$ cat src/rtl/esm_instr_buffer.sv
// Instruction buffer feeding the ESM dependency-analysis core.
// Tracks per-slot FREE/WAIT/READY/ISSUED state and issues ready entries in slot order.
module esm_instr_buffer #(
    parameter int Instr_word_size = 32,
    parameter int bs              = 16
) (
    input  logic                       clk,
    input  logic                       rst,
    input  logic                       in_valid,
    output logic                       in_ready,
    input  logic [Instr_word_size-1:0] in_instr,
    input  logic                       in_alusrc,
    input  logic                       in_regwrite,
    output logic                       ida_valid,
    output logic [Instr_word_size-1:0] ida_instr,
    output logic                       ida_alusrc,
    output logic                       ida_regwrite,
    output logic [$clog2(bs)-1:0]      ida_index,
    input  logic                       rdy_valid,
    input  logic [$clog2(bs)-1:0]      rdy_index,
    output logic                       issue_valid,
    input  logic                       issue_ready,
    output logic [Instr_word_size-1:0] issue_instr,
    output logic [$clog2(bs)-1:0]      issue_index,
    input  logic                       done_valid,
    input  logic [$clog2(bs)-1:0]      done_index,
    output logic [$clog2(bs):0]        count,
    output logic                       err
);

    localparam int bs_bits = $clog2(bs);
    localparam logic [bs_bits:0] FULL_CNT = (bs_bits+1)'(bs);

    typedef enum logic [1:0] {
        S_FREE,
        S_WAIT,
        S_READY,
        S_ISSUED
    } slot_state_t;

    slot_state_t                state_q [bs];
    logic [Instr_word_size-1:0] instr_q [bs];
    logic [bs_bits:0]           count_q;

    logic               free_hit;
    logic [bs_bits-1:0] free_idx;
    logic               rdy_hit;
    logic [bs_bits-1:0] rdy_idx;
    logic               alloc;
    logic               issue_fire;
    logic               rdy_ok;
    logic               done_ok;

    // Scan downward so the lowest-numbered match wins.
    always_comb begin
        free_hit = 1'b0;
        free_idx = '0;
        rdy_hit  = 1'b0;
        rdy_idx  = '0;
        for (int i = bs - 1; i >= 0; i--) begin
            if (state_q[i] == S_FREE) begin
                free_hit = 1'b1;
                free_idx = bs_bits'(i);
            end
            if (state_q[i] == S_READY) begin
                rdy_hit = 1'b1;
                rdy_idx = bs_bits'(i);
            end
        end
    end

    assign in_ready    = (count_q < FULL_CNT);
    assign count       = count_q;
    assign issue_valid = rdy_hit;
    assign issue_index = rdy_idx;
    assign issue_instr = instr_q[rdy_idx];

    assign alloc      = in_valid && in_ready && free_hit;
    assign issue_fire = rdy_hit && issue_ready;
    assign rdy_ok     = (state_q[rdy_index] == S_WAIT);
    assign done_ok    = done_valid && (state_q[done_index] == S_ISSUED);

    always_ff @(posedge clk) begin
        if (alloc) begin
            instr_q[free_idx] <= in_instr;
        end
    end

    always_ff @(posedge clk) begin
        if (rst) begin
            for (int i = 0; i < bs; i++) begin
                state_q[i] <= S_FREE;
            end
            count_q      <= '0;
            ida_valid    <= 1'b0;
            ida_instr    <= '0;
            ida_alusrc   <= 1'b0;
            ida_regwrite <= 1'b0;
            ida_index    <= '0;
            err          <= 1'b0;
        end else begin
            ida_valid <= alloc;
            if (alloc) begin
                state_q[free_idx] <= S_WAIT;
                ida_instr         <= in_instr;
                ida_alusrc        <= in_alusrc;
                ida_regwrite      <= in_regwrite;
                ida_index         <= free_idx;
            end
            if (rdy_valid) begin
                if (rdy_ok) begin
                    state_q[rdy_index] <= S_READY;
                end else begin
                    err <= 1'b1;
                end
            end
            if (issue_fire) begin
                state_q[rdy_idx] <= S_ISSUED;
            end
            if (done_valid) begin
                if (done_ok) begin
                    state_q[done_index] <= S_FREE;
                end else begin
                    err <= 1'b1;
                end
            end
            count_q <= count_q + (bs_bits+1)'(alloc)
                               - (bs_bits+1)'(done_ok);
        end
    end

endmodule

$ cat config.mk
export PLATFORM = sky130hd
export DESIGN_NAME = esm_instr_buffer
export DESIGN_NICKNAME = d
export VERILOG_FILES = /design/src/rtl/esm_instr_buffer.sv
export SDC_FILE = /design/constraint.sdc
export NUM_CORES = 1
export LEC_CHECK = 0
export BUFFER_PORTS_ARGS = -buffer_cell sky130_fd_sc_hd__buf_2
export CAP_MARGIN = 20
export CORE_ASPECT_RATIO = 2
export CORE_MARGIN = 4
export CORE_UTILIZATION = 30
export DETAILED_ROUTE_END_ITERATION = 7
export GPL_TIMING_DRIVEN = 0
export PLACE_DENSITY = 0.43
export SLEW_MARGIN = 25
export SYNTH_ARGS = -nofsm -noshare
export SYNTH_HDL_FRONTEND = slang
export SYNTH_SLANG_ARGS = --single-unit
export TNS_END_PERCENT = 20
$ cat constraint.sdc
create_clock -name clk -period 13.42 [get_ports clk]
set_clock_uncertainty 0.05 [all_clocks]
set_input_delay 0.671 -clock clk [delete_from_list [all_inputs] [get_ports clk]]
set_output_delay 0.671 -clock clk [all_outputs]
set_load 0.01 [all_outputs]
==> qor.csv <==
stage,metric,value,unit
finish,Area Overhead vs Synth,19.0,%
drt,overall routed net length,88800,um
sta,aggregate negative setup slack,0,ps
grt,pin count of the biggest net entering global routing,22,
floorplanning,num ports,131,
pwr,share of total power in sequential cells,51.4,%
yosys,register area share after synthesis,70.4,%
floorplanning,die span in x,208,um
clocking,Root Buffer,clkbuf_16,
finish,area occupied by registers,16900,um2
setup_path,class of the most critical setup path,reg2out,
yosys,area share of the leading cell type in the synthesized netlist,63.9,%
pwr,peak supply drop,0.0878,mV
setup_path,path depth of the worst reg2reg path,17,
setup_path,startpoint of the most critical setup path,state_q[4][0]$_SDFFE_PP0P_,
setup_path,worst-path cell chain,nand2b_1 -> nand4_1 -> nor4b_1 -> buf_2 -> clkbuf_1 -> nand2_2 -> o22ai_1 -> or4_1 -> buf_2,
pwr,internal power,3.00,mW
sta,Worst-Margin Slew,1090,ps
clocking,CTS Sinks,589,
finish,final net count,1919,
sta,RSZ-0062 raised after global routing,false,
clocking,buffers inserted by post-CTS timing repair,0,
drt,iteration-0 DRC count of the detailed router,1076,
outcome,status,"finished, final reports clean",
grt,vias in the first global route,16300,
floorplanning,die boundary height,408,um
sta,Highest Clock Rate,179,MHz
yosys,fraction of registers with async set/reset,0,%
clocking,TritonCTS clock tree,built,
drt,number of vias after detailed routing,15600,
yosys,number of synthesized register bits,589,
yosys,leading post-synthesis cells by cell area,"edfxtp_1 64%, mux2i_1 8.2%, dfxtp_1 6.4%",
yosys,most used flip-flop cell after synthesis,edfxtp_1,
finish,most common library cell in the layout ignoring fill and taps,edfxtp_1,
pwr,sw power,1.01,mW
sta,count of final hold-check violations,0,
setup_path,peak per-stage delay on the critical path,660,ps
setup_path,type of element capturing the critical path,output pin,
drt,Wirelength per Cell,30.1,um
sta,share of the cycle needed by the critical path after routing,41.6,%
setup_path,register-to-register setup slack,8890,ps
finish,fraction of layout cells with a size suffix above 1,17.0,%
yosys,post-synth design cell area,24000,um2
clocking,number of gates resized after cts,0,
placed_design,area post-placement,26900,um2
setup_path,capturing point of the worst reg2reg path,count[4]$_SDFF_PP0_,
setup_path,CP most frequent cell,buf_2,
clocking,maximum count of clock buffers along a single path,3,
sta,post-layout min period,5590,ps
drt,length of routed met2 wiring,48500,um
setup_path,"Data arrival, critical path",4870,ps
grt,first-pass GRT wire length,124000,um
floorplanning,core region area,79300,um2
finish,footprint of the multi-input gates,6700,um2
pwr,part of the total power dissipated in combinational logic,10.4,%
yosys,yosys warns,0,
floorplanning,row cnt,146,
pwr,LEAKAGE,10.7,nW
clocking,Clock H-tree levels,2,
yosys,Post-Synthesis Net Count,1697,
grt,remaining global-route overflow,0,
drt,Antenna Nets Post-Route,0,
placed_design,buffers added on ports,127,
drt,top routing layer in use,met5,
yosys,gate count of the mapped netlist,1643,
grt,number of antenna violations at the first check in global routing,4,
finish,"commonest cells after routing, fill and taps aside","512 x edfxtp_1, 198 x mux2i_1, 153 x buf_2",
sta,worst slew margin relative to its limit,27.2,%
pwr,power consumption,4.01,mW
placed_design,HPWL Detailed,63800,um
yosys,number of enable-type register cells in the synthesized netlist,512,
yosys,cell accounting for the most synthesized area,edfxtp_1,
flow_run,count of max-cap constraint violations,0,
clocking,clock slew at reported path FFs,70,ps
yosys,Mapped Avg Cell Area,14.6,um2
floorplanning,area of the die,85000,um2
setup_path,start of the worst register-to-register path,state_q[3][1]$_SDFFE_PP0P_,
drt,Avg Vias per Cell,5.30,
placed_design,placer congestion estimate,0.900,
pwr,clock power share,38.2,%
setup_path,Critical Path Sink,issue_instr[31],
pwr,areal power density over the cells,140,nW/um2
setup_path,crit path max-delay cell type,clkbuf_1,
worst_hold_path,worst min-delay path category,in2reg,
drt,Remaining DRCs,0,
yosys,Unique masters post-synth,75,
finish,"final std cell area, no fill",28600,um2
drt,iteration count of the initial detailed-routing pass,5,
clocking,CTS Buf Count,54,
drt,met1 wire length,32400,um
clocking,cts hold-fix bufs,0,
drt,routed length on met3,3760,um
finish,fillers,7734,
sta,Hold Worst Slack,239,ps
setup_path,worst-path fanout max,10,
sta,# setup viols final,0,
grt,GRT Overall Usage,20.4,%
setup_path,WP data required,12700,ps
clocking,worst skew pair latency,630,ps
setup_path,type of origin of the critical path,flip-flop,
sta,final slew viol count,0,
pwr,Switching Fraction,25.2,%
floorplanning,Initial Utilization,30.3,%
## registers in the layout, indices dropped and copies added, names as in the netlist
signal,cells
ida_instr,32
count,5
ida_alusrc,1
err,1
ida_index,4
ida_regwrite,1
instr_q,512
state_q,32
ida_valid,1
## area by class of cell
cell class / count / area share, %
Inverter: 20 / 0.262
Sequential cell: 589 / 59.1
Clock buffer: 64 / 4.93
Clock inverter: 35 / 1.01
Timing Repair Buffer: 166 / 4.99
Multi-Input combinational cell: 940 / 23.4
Buffer: 94 / 1.69
Tap cell: 1036 / 4.53
Antenna cell: 4 / 0.0350
## layer usage
layer / vias up / track usage [%]
met3: 159 / 2.81
met4: 4 / 8.66
met2: 524 / 39.0
met5: - / 0
li1: 6920 / -
met1: 8009 / 22.2
## cells in the mapped netlist, drive strengths merged (11+ instances only)
master and count:
a22oi 22, clkbuf 51, nor2b 17, nand2 121
mux2i 198, or4 34, a32oi 20, inv 19
o21ai 35, o31a 21, and3 42, nand3 16
nand2b 27, buf 43, nor3 26, dfxtp 77
or3 11, nor2 57, a21oi 54, edfxtp 512
o22ai 102
## how the worst min path moves through the flow
stage          cells past startpoint                          to  slack [ps]                       start
4_1_cts                            3   ida_regwrite$_SDFFE_PP0P_         200                 in_regwrite
2_1_floorplan                      2   ida_index[2]$_SDFFE_PP0P_         430   ida_index[2]$_SDFFE_PP0P_
3_3_place_gp                       2  ida_instr[14]$_SDFFE_PP0P_         390  ida_instr[14]$_SDFFE_PP0P_
5_1_grt                            3     ida_alusrc$_SDFFE_PP0P_         230                   in_alusrc
6_report                           3   ida_regwrite$_SDFFE_PP0P_         240                 in_regwrite
3_5_place_dp                       2   ida_instr[9]$_SDFFE_PP0P_         400   ida_instr[9]$_SDFFE_PP0P_
## worst max-delay path, delay by kind of cell, from the launching register on
| kind | cells | cell delay (ps) |
|---|---|---|
| and+or+nand+nor | 5 | 1810 |
| DFF | 1 | 630 |
| AOI/OAI and AO/OA | 1 | 550 |
| buffers and inverters | 3 | 1210 |
## power by group through the flow
stage                     registers [mW]  logic [mW]  clock network [mW]
after floorplan                     2.10       0.194                   0
after global placement              2.10       0.405                   0
after detailed placement            2.10       0.424                   0
after CTS                           2.06       0.425                1.57
after global routing                2.06       0.447                1.64
final                               2.06       0.416                1.53
## metrics by stage
| step | cells | worst slack, ps | utilization (%) |
|---|---|---|---|
| floorplan | 1643 | 9170 | - |
| global placement | 2806 | 4730 | 32.8 |
| CTS | 2944 | 7860 | 36.1 |
| global route | 2944 | 7690 | 36.1 |
| detailed placement | 2845 | 8550 | 33.9 |
| finish | 2948 | 7830 | 36.1 |
## cells by family after synthesis
logic type | synth area share (%)
AO/OA/AOI/OAI | 9.67
AND/OR/NAND/NOR | 8.35
flip-flops | 70.4
buffers and inverters | 2.29
multiplexers | 8.85
XOR/XNOR | 0.146
adder cells (fa/ha/maj) | 0.343
Power figures use the tool's default switching activity.
